<file path="src/rtl/iob_cpu_bus_arbiter_pkg.sv">
// Shared encodings for the CPU bus arbiter: FSM states and requester IDs.
package iob_cpu_bus_arbiter_pkg;

    typedef enum logic [1:0] {
        IDLE = 2'd0,
        REQ  = 2'd1,
        RD   = 2'd2
    } state_t;

    localparam logic IBUS = 1'b0;
    localparam logic DBUS = 1'b1;

endpackage

</file>
<file path="src/rtl/iob_rr_arb2.sv">
// Two-input round-robin / fixed-priority select with a last-served pointer.
module iob_rr_arb2
    import iob_cpu_bus_arbiter_pkg::*;
#(
    parameter int RR = 1
) (
    input  logic       clk,
    input  logic       rst,
    input  logic [1:0] req,
    input  logic       upd,
    input  logic       served,
    output logic       winner
);

    logic last_reg;

    // Reset points at ibus so that dbus takes the first tie.
    always_ff @(posedge clk or posedge rst) begin
        if (rst) begin
            last_reg <= IBUS;
        end else if (upd) begin
            last_reg <= served;
        end
    end

    always_comb begin
        winner = IBUS;
        if (req[1] && !req[0]) begin
            winner = DBUS;
        end else if (req == 2'b11) begin
            winner = (RR != 0) ? ~last_reg : DBUS;
        end
    end

endmodule

</file>
<file path="src/rtl/iob_cpu_bus_arbiter.sv">
// Shares one IOb native port between the CPU ibus and dbus, one transaction
// outstanding, grant locked until acceptance, responses routed to the owner.
module iob_cpu_bus_arbiter
    import iob_cpu_bus_arbiter_pkg::*;
#(
    parameter int ADDR_W = 32,
    parameter int DATA_W = 32,
    parameter int RR     = 1,
    localparam int WSTRB_W = DATA_W / 8,
    localparam int REQ_W   = 1 + ADDR_W + DATA_W + WSTRB_W,
    localparam int RESP_W  = DATA_W + 2
) (
    input  logic              clk,
    input  logic              rst,
    input  logic [REQ_W-1:0]  ibus_req,
    output logic [RESP_W-1:0] ibus_resp,
    input  logic [REQ_W-1:0]  dbus_req,
    output logic [RESP_W-1:0] dbus_resp,
    output logic [REQ_W-1:0]  mem_req,
    input  logic [RESP_W-1:0] mem_resp,
    output logic              grant_o,
    output logic              busy_o
);

    state_t state_reg;
    logic   owner_reg;

    logic              i_avalid;
    logic              d_avalid;
    logic              win;
    logic              upd;
    logic              owner;
    logic              idle_grant;
    logic              fwd_req;
    logic              sel_write;
    logic              mem_ready;
    logic              mem_rvalid;
    logic [REQ_W-1:0]  sel_req;
    logic [RESP_W-1:0] owner_resp;

    assign i_avalid   = ibus_req[REQ_W-1];
    assign d_avalid   = dbus_req[REQ_W-1];
    assign mem_ready  = mem_resp[0];
    assign mem_rvalid = mem_resp[1];

    iob_rr_arb2 #(
        .RR(RR)
    ) u_arb (
        .clk    (clk),
        .rst    (rst),
        .req    ({d_avalid, i_avalid}),
        .upd    (upd),
        .served (owner),
        .winner (win)
    );

    // Gating on rst keeps every output at zero for the whole reset pulse.
    assign idle_grant = (state_reg == IDLE) && (i_avalid || d_avalid) && !rst;
    assign owner      = (state_reg == IDLE) ? win : owner_reg;
    assign sel_req    = (owner == DBUS) ? dbus_req : ibus_req;
    assign sel_write  = |sel_req[WSTRB_W-1:0];
    assign fwd_req    = idle_grant || (state_reg == REQ);

    assign upd = (fwd_req && mem_ready && sel_write) ||
                 ((state_reg == RD) && mem_rvalid);

    always_comb begin
        mem_req    = '0;
        owner_resp = '0;
        if (fwd_req) begin
            mem_req       = sel_req;
            owner_resp[0] = mem_ready;
        end else if (state_reg == RD) begin
            // A read requester may still hold avalid; never reissue it.
            mem_req                  = {1'b0, sel_req[REQ_W-2:0]};
            owner_resp[RESP_W-1:1]   = mem_resp[RESP_W-1:1];
        end
    end

    assign ibus_resp = (owner == IBUS) ? owner_resp : '0;
    assign dbus_resp = (owner == DBUS) ? owner_resp : '0;
    assign grant_o   = idle_grant ? win : owner_reg;
    assign busy_o    = (state_reg != IDLE);

    always_ff @(posedge clk or posedge rst) begin
        if (rst) begin
            state_reg <= IDLE;
            owner_reg <= IBUS;
        end else begin
            case (state_reg)
                IDLE: begin
                    if (idle_grant) begin
                        owner_reg <= win;
                        if (!mem_ready) begin
                            state_reg <= REQ;
                        end else if (!sel_write) begin
                            state_reg <= RD;
                        end
                    end
                end
                REQ: begin
                    if (mem_ready) begin
                        state_reg <= sel_write ? IDLE : RD;
                    end
                end
                RD: begin
                    if (mem_rvalid) begin
                        state_reg <= IDLE;
                    end
                end
                default: state_reg <= IDLE;
            endcase
        end
    end

endmodule
</file>
<file path="config.mk">
export PLATFORM = sky130hd
export DESIGN_NAME = iob_cpu_bus_arbiter
export DESIGN_NICKNAME = d
export VERILOG_FILES = /design/src/rtl/iob_cpu_bus_arbiter_pkg.sv /design/src/rtl/iob_rr_arb2.sv /design/src/rtl/iob_cpu_bus_arbiter.sv
export SDC_FILE = /design/constraint.sdc
export NUM_CORES = 1
export LEC_CHECK = 0
export BUFFER_PORTS_ARGS = -buffer_cell sky130_fd_sc_hd__buf_4
export CAP_MARGIN = 20
export CORE_AREA = 4 4 118 120
export DETAILED_ROUTE_END_ITERATION = 10
export DIE_AREA = 0 0 122 124
export GPL_TIMING_DRIVEN = 1
export PLACE_DENSITY = 0.54
export SLEW_MARGIN = 20
export SYNTH_ARGS = -nofsm -noshare
export SYNTH_HDL_FRONTEND = slang
export SYNTH_HIERARCHICAL = 1
export SYNTH_SLANG_ARGS = --single-unit
</file>
<file path="constraint.sdc">
create_clock -name clk -period 2.15 [get_ports clk]
set_input_delay 0.215 -clock clk [delete_from_list [all_inputs] [get_ports clk]]
set_output_delay 0.215 -clock clk [all_outputs]
set_load 0.02 [all_outputs]
</file>
==> results.ini, run 1 <==
[cells_and_area]
stdcell_area_um2 = 4750
final_util_pct = 36.59
final.fill_count = 1411
n_antenna_cell = 0
num-nets-final = 857
drive_above_1_share_pct = 54.33
largest_register_ffs = 2
syn_to_final_growth_pct = 180.1

[synthesis]
synth_top_cell_by_area = nand2_1
yosys-top-cells-count = nand2_1, nor2_1, a21oi_1, buf_2, clkbuf_1
synth_area_leaders = nand2_1, a21oi_1, nor2_1
synth.distinct_cells = 24
synth-edff-count = 0
synthArstFlopShare_pct = 100.0
yosys_warnings = 6
synth-seq-area-share_pct = 5.904
synth_most_common_cell = nand2_1
synth_cells = 369
ys_seq_elements = 4
netlist_area_um2 = 1695
syn-num-nets = 543
yosysTopAreaCellShare_pct = 37.64
ys.flop_type = dfrtp_1
syn_area_per_cell_um2 = 4.595

[sta]
slew-limit-headroom_pct = 79.13
rsz0062_at_grt = yes
final_hold_viol_count = 0
tns_ns = 0
drv_slew = 0
period_share_pct = 97.05
layout_min_cycle_time_ns = 2.087
setup_viol = 0
timing.fmax_ghz = 0.4793
tightestPinTransition_ns = 0.3103
clock-skew-final_ns = 0.0006393

[grt]
use_met3_pct = 3.951
top_usage_layer = met2
grt_max_degree = 56
grt_pass1_vias = 3300
grt_use_met2_pct = 25.41
grt_antenna_before_repair = 0
grt_remaining_overflow = 0
track_usage_pct = 13.54
met1_usage_pct = 15.85
grt_pass1_wl_mm = 16.59

[detailed_routing]
route.vias.total = 3546
routed_wl_mm = 12.90
drt_first_pass_iters = 4
drc = 0
drt_iter0_drc = 147
wl_per_cell_um = 15.05
vias_per_cell = 4.138
final_antenna_net_count = 0

[die]
dieHeight_um = 124
core_um2 = 12980
start_util_pct = 13.06
io_pins = 313
die_w_um = 122
rows = 42
die-area_um2 = 15130

[clock_network]
cts_tree = yes
cts.reportedPaths.clkPinSlew_ns = 0.03
cts_buffer_depth = 2
cts_root_buf = clkbuf_16
htreeDepth = 1
clk_latency_ns = 0.22
cts_sinks = 4
cts_buffers = 3

[critical_path]
path_class = in -> out
worstPathArrival_ns = 1.87
cp_num_cells = 8
cp_top_family = buffers and inverters
path_common_cell = buf_4
worstPathRequired_ns = 1.93
r2r_cells = 8
path_cells = dlygate4sd3_1 > buf_4 > o21bai_2 > nand3_1 > o21ai_4 > buf_12 > a21oi_1 > buf_4
critical-path-slowest-cell = dlygate4sd3_1
startpoint_type = primary input
crit_buf_inv = 4
crit_fanout = 39
max_stage_delay_ns = 0.54
cp-end-kind = output pin

[power_and_ir_drop]
power_density_nw_per_um2 = 539.1
peakVddDrop_v = 0.0002525
p_leak_nw = 2.557
p_total_w = 0.002560

[worst_hold_path]
hold_class = in -> reg
whs_path_depth = 2

[placed_design]
dp_hpwl_mm = 9.631
gp_congestion = 0.7409
dpl-instance-area_um2 = 4300
port_buffers = 312

[run]
max_cap_violations = 0

[run_status]
status = finished clean

[path summary, 6_finish.rpt]
kind | start | slack (ns) | to
setup reg to reg | state_reg[1] | 0.10 | u_arb/last_reg
setup / recovery | rst | 0.06 | mem_req[36]
min in group asynchronous | rst | 0.43 | u_arb/last_reg
hold reg to reg | u_arb/last_reg | 0.54 | u_arb/last_reg
max in group asynchronous | rst | 1.56 | state_reg[0]
hold / removal | mem_resp[0] | 0.16 | state_reg[0]
[kinds of logic after synthesis]
logic type             synth area share (%)
and+or+nand+nor                       55.35
AOI/OAI and AO/OA                     23.54
buffers and inverters                 11.07
muxes                                 4.132
DFF                                   5.904
[layer usage]
metal  part of all wire (%)  wire (um)
met3                     11       1385
met4                      0          0
met2                     51       6615
met5                      0          0
met1                     38       4896
[area by class of cell]
class	instances	area (um^2)	share of cell area, %
clock buffer	3	75.07	1.581
inverter	6	30.03	0.6322
multi-input combinational	327	1511	31.82
sequential	4	100.1	2.107
tap	176	220.2	4.636
timing repair buffer	341	2813	59.22
[power by group]
part / internal, W / leakage (nW) / total [W] / switching [W]
clock network: 0.000237 / 0.0370 / 0.000288 / 0.0000508
logic: 0.00103 / 2.47 / 0.00217 / 0.00114
registers: 0.0000914 / 0.0510 / 0.000106 / 0.0000145
[metrics by stage]
step / hold slack [ns] / cells / worst slack [ns]
floorplan: -0.05629 / 369 / 0.2542
detailed placement: 0.08614 / 839 / 0.02624
global route: 0.1693 / 857 / -0.01783
finish: 0.1640 / 857 / 0.06343
CTS: 0.1634 / 847 / -0.03442
global placement: 0.08595 / 839 / 0.05667
[placed cells by master (no fill, tap or decap), types with 2 or more instances in the layout]
master,n
buf_4,322
inv_1,5
buf_16,3
mux2_2,2
nor2_1,70
clkbuf_16,8
nand2_1,170
a21oi_2,13
a21oi_1,56
nor4_1,2
mux2i_4,2
buf_6,4
nor2_2,2
dfrtp_1,4
buf_12,5
[timing repair]
item / 4_1_cts / 5_1_grt
buffers inserted: 3 / 5
pin swaps: 2 / 4
hold endpoints to repair: 4 / 0
resized for setup: 4 / 27
cloned: 1 / 5
hold buffers: 1 / 0
endpoints found under the setup margin: 75 / 64
Power figures use the tool's default switching activity.
==> run 2: changes to the inputs <==
--- a/config.mk
+++ b/config.mk
@@ -7,9 +7,9 @@
 export LEC_CHECK = 0
 export BUFFER_PORTS_ARGS = -buffer_cell sky130_fd_sc_hd__buf_4
 export CAP_MARGIN = 20
-export CORE_AREA = 4 4 118 120
+export CORE_AREA = 5 5 119 121
 export DETAILED_ROUTE_END_ITERATION = 10
-export DIE_AREA = 0 0 122 124
+export DIE_AREA = 0 0 124 126
 export GPL_TIMING_DRIVEN = 1
 export PLACE_DENSITY = 0.54
 export SLEW_MARGIN = 20
==> run 2 against run 1 <==
Compared with the run above: sequential share of layout area about the same; critical path depth unchanged; highest routed layer is now met4; sequential power about the same; clock power up 1%; global-route usage up 1.3 points.
==> results.ini, run 2 (synthesis results as in run 1) <==
[detailed_routing]
vias_per_cell = 4.176  ; was 4.138
drt_iter0_drc = 134  ; was 147
drt_first_pass_iters = 6  ; was 4
drc = 0  ; unchanged
final_antenna_net_count = 0  ; unchanged
wl_per_cell_um = 15.67  ; was 15.05 um
routed_wl_mm = 13.54  ; was 12.90 mm
route.vias.total = 3608  ; was 3546

[die]
rows = 42  ; unchanged
core_um2 = 12980  ; unchanged
io_pins = 313  ; unchanged
start_util_pct = 13.06  ; unchanged
die_w_um = 124  ; was 122 um
dieHeight_um = 126  ; was 124 um
die-area_um2 = 15620  ; was 15130 um^2

[grt]
track_usage_pct = 14.81  ; was 13.54%
grt_pass1_vias = 3556  ; was 3300
top_usage_layer = met2  ; unchanged
grt_max_degree = 42  ; was 56
met1_usage_pct = 18.07  ; was 15.85%
grt_pass1_wl_mm = 18.66  ; was 16.59 mm
grt_use_met2_pct = 26.15  ; was 25.41%
grt_antenna_before_repair = 0  ; unchanged
grt_remaining_overflow = 0  ; unchanged
use_met3_pct = 4.439  ; was 3.951%

[sta]
final_hold_viol_count = 0  ; unchanged
setup_viol = 0  ; unchanged
period_share_pct = 96.73  ; was 97.05%
tightestPinTransition_ns = 0.6510  ; was 0.3103 ns
slew-limit-headroom_pct = 56.59  ; was 79.13%
rsz0062_at_grt = yes  ; unchanged
timing.fmax_ghz = 0.4808  ; was 0.4793 GHz
clock-skew-final_ns = 0.002694  ; was 0.0006393 ns
layout_min_cycle_time_ns = 2.080  ; was 2.087 ns
drv_slew = 0  ; unchanged

[clock_network]
cts.reportedPaths.clkPinSlew_ns = 0.03  ; about the same
cts_tree = yes  ; unchanged
htreeDepth = 1  ; unchanged
clk_latency_ns = 0.23  ; was 0.22 ns
cts_buffers = 3  ; unchanged
cts_buffer_depth = 2  ; unchanged
cts_root_buf = clkbuf_16  ; unchanged
cts_sinks = 4  ; unchanged

[cells_and_area]
num-nets-final = 864  ; was 857
finalNonFillerCells = 864  ; was 857
n_antenna_cell = 0  ; unchanged
syn_to_final_growth_pct = 182.4  ; was 180.1%
layout_common_cells = buf_4, nand2_1, nor2_1  ; unchanged
drive_above_1_share_pct = 55.96  ; was 54.33%
largest_register_ffs = 2  ; unchanged
final.fill_count = 1440  ; was 1411
layout_commonest_cell = buf_4  ; unchanged
multiInputGateArea_um2 = 1539  ; was 1511 um^2
seq_area_um2 = 102.6  ; was 100.1 um^2

[critical_path]
worstPathRequired_ns = 1.93  ; about the same
worstPathArrival_ns = 1.86  ; was 1.87 ns
crit_fanout = 8  ; was 39
startpoint_type = flop  ; was primary input
cp-end-kind = output pin  ; unchanged
reg2reg_setup_slack_ns = 0.08  ; was 0.10 ns
path_class = reg -> out  ; was in -> out

[placed_design]
gp_congestion = 0.7846  ; was 0.7409
dp_hpwl_mm = 10.25  ; was 9.631 mm
dp_cells = 839  ; unchanged
port_buffers = 312  ; unchanged

[worst_hold_path]
hold_class = in -> reg  ; unchanged

[power_and_ir_drop]
p_leak_nw = 2.565  ; was 2.557 nW
power_density_nw_per_um2 = 539.2  ; was 539.1 nW/um^2
peakVddDrop_v = 0.0002474  ; was 0.0002525 V
p_total_w = 0.002581  ; was 0.002560 W

[run]
max_cap_violations = 0  ; unchanged

[run_status]
status = finished clean  ; unchanged

-- run 2: final cells by class --
cell class                 count  share of cell area (%)
clock buffer                   3                   1.568
inverter                       6                  0.6273
multi-input combinational    328                   32.15
sequential                     4                   2.143
tap                          176                   4.600
timing repair buffer         347                   58.91
-- run 2: worst max-delay path: stages (launching register included) --
cell and delay, ns:
dfrtp_2 0.43, nor2_4 0.15, mux2i_4 0.26, buf_12 0.16, buf_12 0.13, clkbuf_16 0.15, nand2_1 0.07, a21oi_2 0.14
buf_6 0.14
-- run 2: per-stage QoR --
stage	area, um^2	hold slack (ns)	TNS (ns)	worst slack, ns	utilization [%]
2_1_floorplan	1695	-0.05629	0	0.2542	-
3_3_place_gp	4300	0.08895	0	0.01317	33.13
3_5_place_dp	4300	0.09077	-0.002755	-0.002755	33.13
4_1_cts	4482	0.1644	-0.6095	-0.04034	34.53
5_1_grt	4787	0.1761	-0.08024	-0.02203	36.88
6_report	4787	0.1622	0	0.07027	36.88
-- run 2: layer usage --
layer | vias to the layer above | share of wire, %
met2 | 199 | 49
li1 | 1808 | -
met4 | 0 | 0.58
met5 | - | 0
met1 | 1595 | 39
met3 | 6 | 12
-- run 2: final timing paths --
check | to | from | cells after the start
hold reg to reg | state_reg[1] | state_reg[0] | 1
min in group asynchronous | u_arb/last_reg | rst | 3
setup reg to reg | u_arb/last_reg | state_reg[0] | 8
max in group asynchronous | state_reg[0] | rst | 3
setup / recovery | mem_req[45] | state_reg[0] | 8
hold / removal | state_reg[0] | mem_resp[0] | 2
-- run 2: power breakdown --
group / switching, W / leakage (nW) / internal (W)
combinational: 0.00115 / 2.48 / 0.00103
clock: 0.0000538 / 0.0370 / 0.000238
sequential: 0.0000164 / 0.0481 / 0.0000918
total: 0.00122 / 2.56 / 0.00136
-- run 2: timing repair --
item | 4_1_cts | 5_1_grt
hold buffers | 1 | 0
gates cloned | 2 | 5
pin swaps | 1 | 6
hold endpoints to repair | 4 | 0
setup buffers | 5 | 10
endpoints found under the setup margin | 105 | 107
resized for setup | 6 | 37
